[config.mk]
export PLATFORM = sky130hd
export DESIGN_NAME = charge_mode_selector
export DESIGN_NICKNAME = d
export VERILOG_FILES = /design/src/rtl/charge_mode_selector.sv
export SDC_FILE = /design/constraint.sdc
export NUM_CORES = 1
export LEC_CHECK = 0
export CORE_MARGIN = 2
export CORE_UTILIZATION = 39
export DETAILED_ROUTE_END_ITERATION = 16
export GPL_ROUTABILITY_DRIVEN = 0
export GPL_TIMING_DRIVEN = 0
export MAX_ROUTING_LAYER = met4
export PLACE_DENSITY = 0.78
export SLEW_MARGIN = 20
export SYNTH_ARGS = -nofsm -noshare
export SYNTH_HDL_FRONTEND = slang
export SYNTH_SLANG_ARGS = --single-unit
[constraint.sdc]
create_clock -name clk -period 2.22 [get_ports clk]
set_input_delay 0.555 -clock clk [delete_from_list [all_inputs] [get_ports clk]]
set_output_delay 0.555 -clock clk [all_outputs]
set_load 0.02 [all_outputs]
[src/rtl/charge_mode_selector.sv]
// rtl/charge_mode_selector.sv - PRECHARGE/CC/CV charge-mode FSM with dwell, hysteresis, OV latch-off (optional SLEW_LIMIT_EN)
module charge_mode_selector #(
    parameter int ADC_W      = 12,
    parameter int PWM_W      = 10,
    parameter int V_PRE      = 512,
    parameter int V_CV_ENTER = 1024,
    parameter int V_CV_EXIT  = 992,
    parameter int V_OV       = 1200,
    parameter int PRE_DUTY   = 64,
    parameter int DWELL      = 16,
    parameter int SLEW_STEP  = 4
) (
    input  logic             clk,
    input  logic             rst,
    input  logic             enable,
    input  logic [ADC_W-1:0] V_battery,
    input  logic [PWM_W-1:0] PWM_counter_from_CC,
    input  logic [PWM_W-1:0] PWM_counter_from_CV,
    output logic [PWM_W-1:0] PWM_to_buck,
    output logic [2:0]       mode,
    output logic             flag_CC,
    output logic             fault
);

    typedef enum logic [2:0] {
        S_IDLE  = 3'd0,
        S_PRE   = 3'd1,
        S_CC    = 3'd2,
        S_CV    = 3'd3,
        S_FAULT = 3'd4
    } state_t;

    localparam int CW = $clog2(DWELL) + 1;
    localparam logic [CW-1:0]    DWELL_LAST = CW'(DWELL - 1);
    localparam logic [ADC_W-1:0] TH_PRE     = ADC_W'(V_PRE);
    localparam logic [ADC_W-1:0] TH_ENTER   = ADC_W'(V_CV_ENTER);
    localparam logic [ADC_W-1:0] TH_EXIT    = ADC_W'(V_CV_EXIT);
    localparam logic [ADC_W-1:0] TH_OV      = ADC_W'(V_OV);
    localparam logic [PWM_W-1:0] DUTY_PRE   = PWM_W'(PRE_DUTY);

    state_t           state, next_state;
    logic [CW-1:0]    dwell_cnt, dwell_next;
    logic             cond, fire;
    logic [PWM_W-1:0] target, pwm_next;

    // Exit condition of the current state; the dwell counter qualifies it
    always_comb begin
        cond = 1'b0;
        case (state)
            S_PRE:   cond = (V_battery >= TH_PRE);
            S_CC:    cond = (V_battery >= TH_ENTER) || (V_battery < TH_PRE);
            S_CV:    cond = (V_battery < TH_EXIT);
            default: cond = 1'b0;
        endcase
        fire = cond && (dwell_cnt == DWELL_LAST);
    end

    // Next-state logic: disable beats overvoltage, which beats dwell-qualified moves
    always_comb begin
        next_state = state;
        if (!enable) begin
            next_state = S_IDLE;
        end else if ((state != S_FAULT) && (V_battery >= TH_OV)) begin
            next_state = S_FAULT;
        end else begin
            case (state)
                S_IDLE:  next_state = S_PRE;
                S_PRE:   if (fire) next_state = S_CC;
                S_CC: begin
                    if (fire && (V_battery >= TH_ENTER))
                        next_state = S_CV;
                    else if (fire)
                        next_state = S_PRE;
                end
                S_CV:    if (fire) next_state = S_CC;
                default: next_state = S_FAULT;
            endcase
        end
    end

    // Dwell counter restarts on any false sample and on every state change
    always_comb begin
        dwell_next = '0;
        if ((next_state == state) && cond)
            dwell_next = dwell_cnt + 1'b1;
    end

    // Compare value each state asks for
    always_comb begin
        target = '0;
        case (state)
            S_PRE:   target = DUTY_PRE;
            S_CC:    target = PWM_counter_from_CC;
            S_CV:    target = PWM_counter_from_CV;
            default: target = '0;
        endcase
    end

`ifdef SLEW_LIMIT_EN
    localparam logic [PWM_W-1:0] STEP =
        (SLEW_STEP >= (2 ** PWM_W)) ? {PWM_W{1'b1}} : PWM_W'(SLEW_STEP);
    logic [PWM_W-1:0] delta;

    // Walk toward the target by at most STEP; IDLE and FAULT drop to zero at once
    always_comb begin
        pwm_next = PWM_to_buck;
        delta    = '0;
        if ((state == S_IDLE) || (state == S_FAULT)) begin
            pwm_next = '0;
        end else if (target > PWM_to_buck) begin
            delta    = target - PWM_to_buck;
            pwm_next = PWM_to_buck + ((delta > STEP) ? STEP : delta);
        end else begin
            delta    = PWM_to_buck - target;
            pwm_next = PWM_to_buck - ((delta > STEP) ? STEP : delta);
        end
    end
`else
    // Compare value tracks the target directly, one cycle late
    always_comb begin
        pwm_next = target;
    end
`endif

    // State, dwell counter and compare-value registers
    always_ff @(posedge clk or posedge rst) begin
        if (rst) begin
            state       <= S_IDLE;
            dwell_cnt   <= '0;
            PWM_to_buck <= '0;
        end else begin
            state       <= next_state;
            dwell_cnt   <= dwell_next;
            PWM_to_buck <= pwm_next;
        end
    end

    assign mode    = state;
    assign flag_CC = (state == S_CC);
    assign fault   = (state == S_FAULT);

endmodule
==> flow_summary_export.csv, run 1 <==
group,metric,value,unit
status,run_status,"completed",
yosys,syn_avg_cell_area,9.93,um2
power,ir_drop,0.356,mV
sta,drv_slew,0,
critical_path,crit_arrival,1.56,ns
floorplan,die_height,54.5,um
sta,hold_viol,0,
floorplan,die_w,54.5,um
clock_tree,h-tree-depth,1,
clock_tree,clkLatencyLatePin,0.30,ns
placement,port_buffers,45,
global_route,grtUsageTotal,19.7,%
routing,vias,939,
routing,drtIter0Drc,4,
critical_path,crit_type,"reg2out",
yosys,yosysWarnings,0,
critical_path,crit_start,"mode[0]$_DFF_PP0_",
sta,fin_crit_sh,95.1,%
placement,dpl_cell_area,1480,um2
power,switchingPower,0.166,mW
hold_path,hold_path_startpoint,"dwell_cnt[0]$_DFF_PP0_",
floorplan,io_pins,50,
hold_path,min_path_type,"reg2reg",
power,p_seq_share,49.8,%
critical_path,rr_worst_depth,7,
power,p_int,0.507,mW
global_route,grt_overflow,0,
critical_path,start_kind,"flip-flop",
cells_and_area,layout_common_cells,"43 x clkdlybuf4s50_1, 18 x dfrtp_1, 16 x nor2_1",
sta,slew-limit-headroom,53.1,%
routing,final_antenna_net_count,0,
clock_tree,cts_setup_buffers,0,
critical_path,crit_path_end_kind,"output pin",
clock_tree,cts_tree,"built",
yosys,synth-edff-count,0,
global_route,grt_antenna_before_repair,0,
critical_path,r2r-start,"dwell_cnt[0]$_DFF_PP0_",
floorplan,coreArea,2450,um2
cells_and_area,nNetsFinal,187,
critical_path,rrSetupSlack,0.45,ns
power,power_density,444,nW/um2
sta,fin_crit,2.11,ns
routing,viasPerCell,5.25,
routing,drt-pass1-iter-count,4,
power,share_comb_of_total_power,19.8,%
floorplan,die_area,2970,um2
sta,finalClockSkew,0.00289,ns
global_route,grt_max_degree,19,
cells_and_area,nFillCells,230,
yosys,syn_nets,137,
clock_tree,cts_max_path_buffers,2,
clock_tree,clk_pin_slew_worst_paths,0.10,ns
clock_tree,cts_root_buffer,"clkbuf_4",
clock_tree,cts_buffers,3,
critical_path,critPathRequiredTime,1.66,ns
cells_and_area,area_growth,52.4,%
yosys,async_reset_ff_share,100,%
sta,timing.fmax,474,MHz
routing,drc,0,
critical_path,rr_endpoint,"dwell_cnt[4]$_DFF_PP0_",
global_route,grt_pass1_vias,933,
cells_and_area,drive_gt1_share,10.1,%
yosys,synth_seq_cells,18,
critical_path,crit_fanout,10,
global_route,grt_pass1_wl,4.00,mm
routing,wl_per_cell,13.7,um
routing,drt_wl_total,2.46,mm
floorplan,start_util,40.5,%
yosys,synth_area,993,um2
sta,worst_slew_pin_slew,0.703,ns
sta,setup_viol,0,
yosys,ys_seq_area_share,45.3,%
sta,fin_worst_hold_slack,0.476,ns
cells_and_area,final_common_cell,"clkdlybuf4s50_1",
placement,dp_hpwl,1.93,mm
yosys,syn_inst,100,
power,p_leak,0.615,nW
yosys,synth_ff_type,"dfrtp_1",
yosys,ys_types,34,
power,power_switching_share,24.7,%
cells_and_area,n_antenna_cell,0,
flow_run,drv_cap,0,
power,power,0.673,mW
sta,rsz0062_at_grt,"no",
clock_tree,cts_sinks,18,
cells_and_area,fin_area,1510,um2
floorplan,rows,18,
power,pwr-share-clk,30.5,%
critical_path,cp-endpoint,"flag_CC",
Yosys cell counts (2+ instances only):
library cell | n | area, um2
a21oi_1 | 5 | 25.0
buf_4 | 2 | 15.0
dfrtp_1 | 18 | 450
ha_1 | 2 | 25.0
inv_1 | 6 | 22.5
mux2i_1 | 9 | 90.1
nand2_1 | 3 | 11.3
nand2b_1 | 3 | 18.8
nand3_1 | 3 | 15.0
nor2_1 | 16 | 60.1
nor2b_1 | 2 | 12.5
nor3_1 | 6 | 30.0
nor3_2 | 2 | 20.0
o211ai_1 | 2 | 15.0
o221ai_2 | 2 | 30.0
registers in the layout, indices dropped and copies added (netlist names):
name and count:
dwell_cnt 5, mode 3, PWM_to_buck 10
worst max-delay path, cell delays in order, from the launching register on:
cell	delay, ns
dfrtp_1	0.41
buf_4	0.19
buf_2	0.21
nor2_1	0.11
dlygate4sd2_1	0.34
through the flow:
stage | util, % | worst slack (ns) | setup TNS, ns | std cells
floorplan | - | 0.317 | 0 | 100
global placement | 60.3 | 0.0469 | 0 | 175
detailed placement | 60.3 | -0.00636 | -0.00636 | 175
CTS | 61.9 | 0.000104 | 0 | 179
global route | 61.7 | 0.0259 | 0 | 179
finish | 61.7 | 0.109 | 0 | 179
metal layers:
| layer | share of wire [%] | vias up | global-route usage [%] | wire, um |
|---|---|---|---|---|
| met4 | 1.3 | 0 | 10.0 | 31 |
| met1 | 43 | 440 | 24.1 | 1060 |
| met5 | 0 | - | - | 0 |
| met2 | 47 | 40 | 30.9 | 1170 |
| li1 | - | 455 | - | - |
| met3 | 8.3 | 4 | 3.83 | 205 |
area by class of cell:
cell class	instances	area, um2	share of cell area, %
buffer	3	20.0	1.32
clock buffer	4	36.3	2.40
inverter	6	22.5	1.49
multi-input combinational	73	503	33.2
sequential	18	450	29.8
tap	30	37.5	2.48
timing repair buffer	45	444	29.3
worst min path at each step:
stage,endpoint,cells after the start
after floorplan,dwell_cnt[0]$_DFF_PP0_,1
after global placement,dwell_cnt[0]$_DFF_PP0_,1
after detailed placement,dwell_cnt[0]$_DFF_PP0_,1
after CTS,dwell_cnt[0]$_DFF_PP0_,1
after global routing,dwell_cnt[0]$_DFF_PP0_,1
final,dwell_cnt[0]$_DFF_PP0_,1
cells by family after synthesis:
logic type | synth area share (%)
buffers and inverters | 4.28
AND/OR/NAND/NOR | 22.0
XOR/XNOR | 1.76
multiplexers | 9.07
AO/OA/AOI/OAI | 15.0
adder cells (fa/ha/maj) | 2.52
flip-flops | 45.3
power groups by stage:
stage | clock (mW) | sequential, mW | combinational [mW]
4_1_cts | 0.214 | 0.335 | 0.135
5_1_grt | 0.224 | 0.336 | 0.145
3_5_place_dp | 0 | 0.341 | 0.134
6_report | 0.205 | 0.335 | 0.133
2_1_floorplan | 0 | 0.344 | 0.0531
3_3_place_gp | 0 | 0.341 | 0.131
timing repair:
action / 4_1_cts / 5_1_grt
endpoints found under the setup margin: 2 / 1
gates resized for setup: 4 / 2
hold buffers: 0 / 0
hold endpoints to repair: 0 / 0
No activity file was read; power rests on OpenSTA's default activity.
==> run 2, diff against run 1 <==
--- a/config.mk
+++ b/config.mk
@@ -5,13 +5,15 @@
 export SDC_FILE = /design/constraint.sdc
 export NUM_CORES = 1
 export LEC_CHECK = 0
+export CELL_PAD_IN_SITES_DETAIL_PLACEMENT = 1
+export CELL_PAD_IN_SITES_GLOBAL_PLACEMENT = 1
 export CORE_MARGIN = 2
-export CORE_UTILIZATION = 39
+export CORE_UTILIZATION = 28
 export DETAILED_ROUTE_END_ITERATION = 16
 export GPL_ROUTABILITY_DRIVEN = 0
 export GPL_TIMING_DRIVEN = 0
 export MAX_ROUTING_LAYER = met4
-export PLACE_DENSITY = 0.78
+export PLACE_DENSITY_LB_ADDON = 0.1
 export SLEW_MARGIN = 20
 export SYNTH_ARGS = -nofsm -noshare
 export SYNTH_HDL_FRONTEND = slang
==> flow_summary_export.csv, run 2 (synthesis gave the netlist of run 1 again) <==
group,metric,value,unit
status,run_status,"completed",
floorplan,die_area,4040,um2
routing,drt-pass1-iter-count,4,
global_route,grtUsageTotal,16.2,%
sta,fin_crit,2.08,ns
sta,hold_viol,0,
clock_tree,clkLatencyLatePin,0.29,ns
sta,drv_slew,0,
cells_and_area,largest_reg_flops,10,
global_route,grt_overflow,0,
power,power_density,437,nW/um2
floorplan,die_w,63.6,um
cells_and_area,nNetsFinal,186,
global_route,grt_pass1_vias,1088,
routing,final_antenna_net_count,0,
critical_path,crit_arrival,1.53,ns
clock_tree,cts_buffers,3,
cells_and_area,layoutNonFillerInstCount,194,
sta,worst_slew_pin_slew,0.689,ns
sta,timing.fmax,480,MHz
clock_tree,h-tree-depth,1,
global_route,grt_max_degree,19,
clock_tree,cts_root_buffer,"clkbuf_4",
critical_path,crit_path_end_kind,"output pin",
placement,placed_cells,191,
cells_and_area,n_antenna_cell,0,
cells_and_area,fin_util,45.9,%
routing,drc,0,
clock_tree,cts_sinks,18,
clock_tree,cts_tree,"built",
routing,viasPerCell,4.85,
critical_path,path_cells,"inv_1 -> nand2_2 -> nor2_1 -> clkdlybuf4s15_1",
routing,vias,941,
cells_and_area,drive_gt1_share,10.8,%
floorplan,rows,21,
sta,slew-limit-headroom,54.0,%
cells_and_area,area_growth,55.3,%
floorplan,start_util,29.5,%
sta,timing.setup.tns,0,ns
floorplan,coreArea,3360,um2
cells_and_area,regMostFlops,"PWM_to_buck",
routing,drtIter0Drc,14,
routing,wl_per_cell,14.2,um
clock_tree,cts_max_path_buffers,2,
floorplan,io_pins,50,
floorplan,die_height,63.6,um
sta,rsz0062_at_grt,"no",
critical_path,slowest_stage,"dfrtp_2",
hold_path,min_path_type,"reg2reg",
clock_tree,clk_pin_slew_worst_paths,0.11,ns
power,p_leak,0.608,nW
critical_path,critPathRequiredTime,1.66,ns
critical_path,start_kind,"flip-flop",
cells_and_area,final_common_cell,"clkdlybuf4s50_1",
global_route,grt_pass1_wl,4.98,mm
clock_tree,hold_buffers,0,
critical_path,crit_type,"reg2out",
critical_path,crit_path_max_incr_delay,0.48,ns
sta,setup_viol,0,
global_route,grt_antenna_before_repair,0,
power,ir_drop,0.290,mV
routing,drt_wl_total,2.75,mm
placement,place_ws,0.00645,ns
critical_path,crit_fanout,10,
sta,fin_worst_hold_slack,0.510,ns
placement,dp_hpwl,2.25,mm
sta,postLayoutSetupSlackWorst,0.138,ns
sta,finalClockSkew,0.00363,ns
sta,fin_crit_sh,93.8,%
placement,port_buffers,45,
cells_and_area,layout_common_cells,"43 x clkdlybuf4s50_1, 17 x dfrtp_1, 16 x nor2_1",
flow_run,drv_cap,0,
run 2: cell count changes in the layout (fill, tap and decap cells not counted), sizes merged:
cell / delta
clkdlybuf4s15: +2
buf: -1
clkbuf: -1
dlygate4sd2: -1
run 2: timing repair:
item / 4_1_cts / 5_1_grt
gates cloned: 0 / 0
endpoints found under the hold margin: 0 / 0
endpoints found under the setup margin: 2 / 2
setup buffers: 0 / 0
resized for setup: 6 / 3
run 2: critical path, delay by kind of cell, from the launching register on:
family        cells  cell delay, ns
buf+inv           2            0.46
simple gates      2            0.29
flops             1            0.48
run 2: final cells by class:
class	count	area, um2
flip-flops and latches	18	452
plain buffers	2	15.0
clock buffers	4	36.3
multi-input cells	73	508
repair buffers	45	452
inverters	6	22.5
well taps	46	57.6
fillers	415	1820
run 2: per-stage QoR:
stage / area (um2) / power (mW)
6_report: 1540 / 0.674
5_1_grt: 1540 / 0.716
4_1_cts: 1540 / 0.689
3_5_place_dp: 1500 / 0.479
3_3_place_gp: 1500 / 0.475
2_1_floorplan: 993 / 0.397
run 2: metal layers:
metal  wire length (um)  vias up  track usage [%]  share of wire, %
li1                   -      451                -                 -
met3                157        4             5.18               5.7
met2               1460       25             28.6                53
met5                  0        -                -                 0
met1               1090      461             17.2                39
met4                 44        0             5.16               1.6
run 2: worst paths after layout:
| path | start | endpoint | slack [ns] | depth (start not counted) |
|---|---|---|---|---|
| max | mode[2]$_DFF_PP0_ | flag_CC | 0.14 | 4 |
| max reg2reg | dwell_cnt[0]$_DFF_PP0_ | dwell_cnt[4]$_DFF_PP0_ | 0.44 | 7 |
| min in group asynchronous | rst | dwell_cnt[2]$_DFF_PP0_ | 0.65 | 2 |
| min | dwell_cnt[0]$_DFF_PP0_ | dwell_cnt[0]$_DFF_PP0_ | 0.51 | 1 |
| max in group asynchronous | rst | mode[2]$_DFF_PP0_ | 1.09 | 2 |
| min reg2reg | dwell_cnt[0]$_DFF_PP0_ | dwell_cnt[0]$_DFF_PP0_ | 0.51 | 1 |
run 2: where the power goes:
group          internal [mW]  switching (mW)  total [mW]  leakage (nW)
Sequential             0.331         0.00427       0.335         0.248
Clock                 0.0999           0.104       0.204        0.0210
Combinational         0.0770          0.0577       0.135         0.339
Total                  0.508           0.166       0.674         0.608
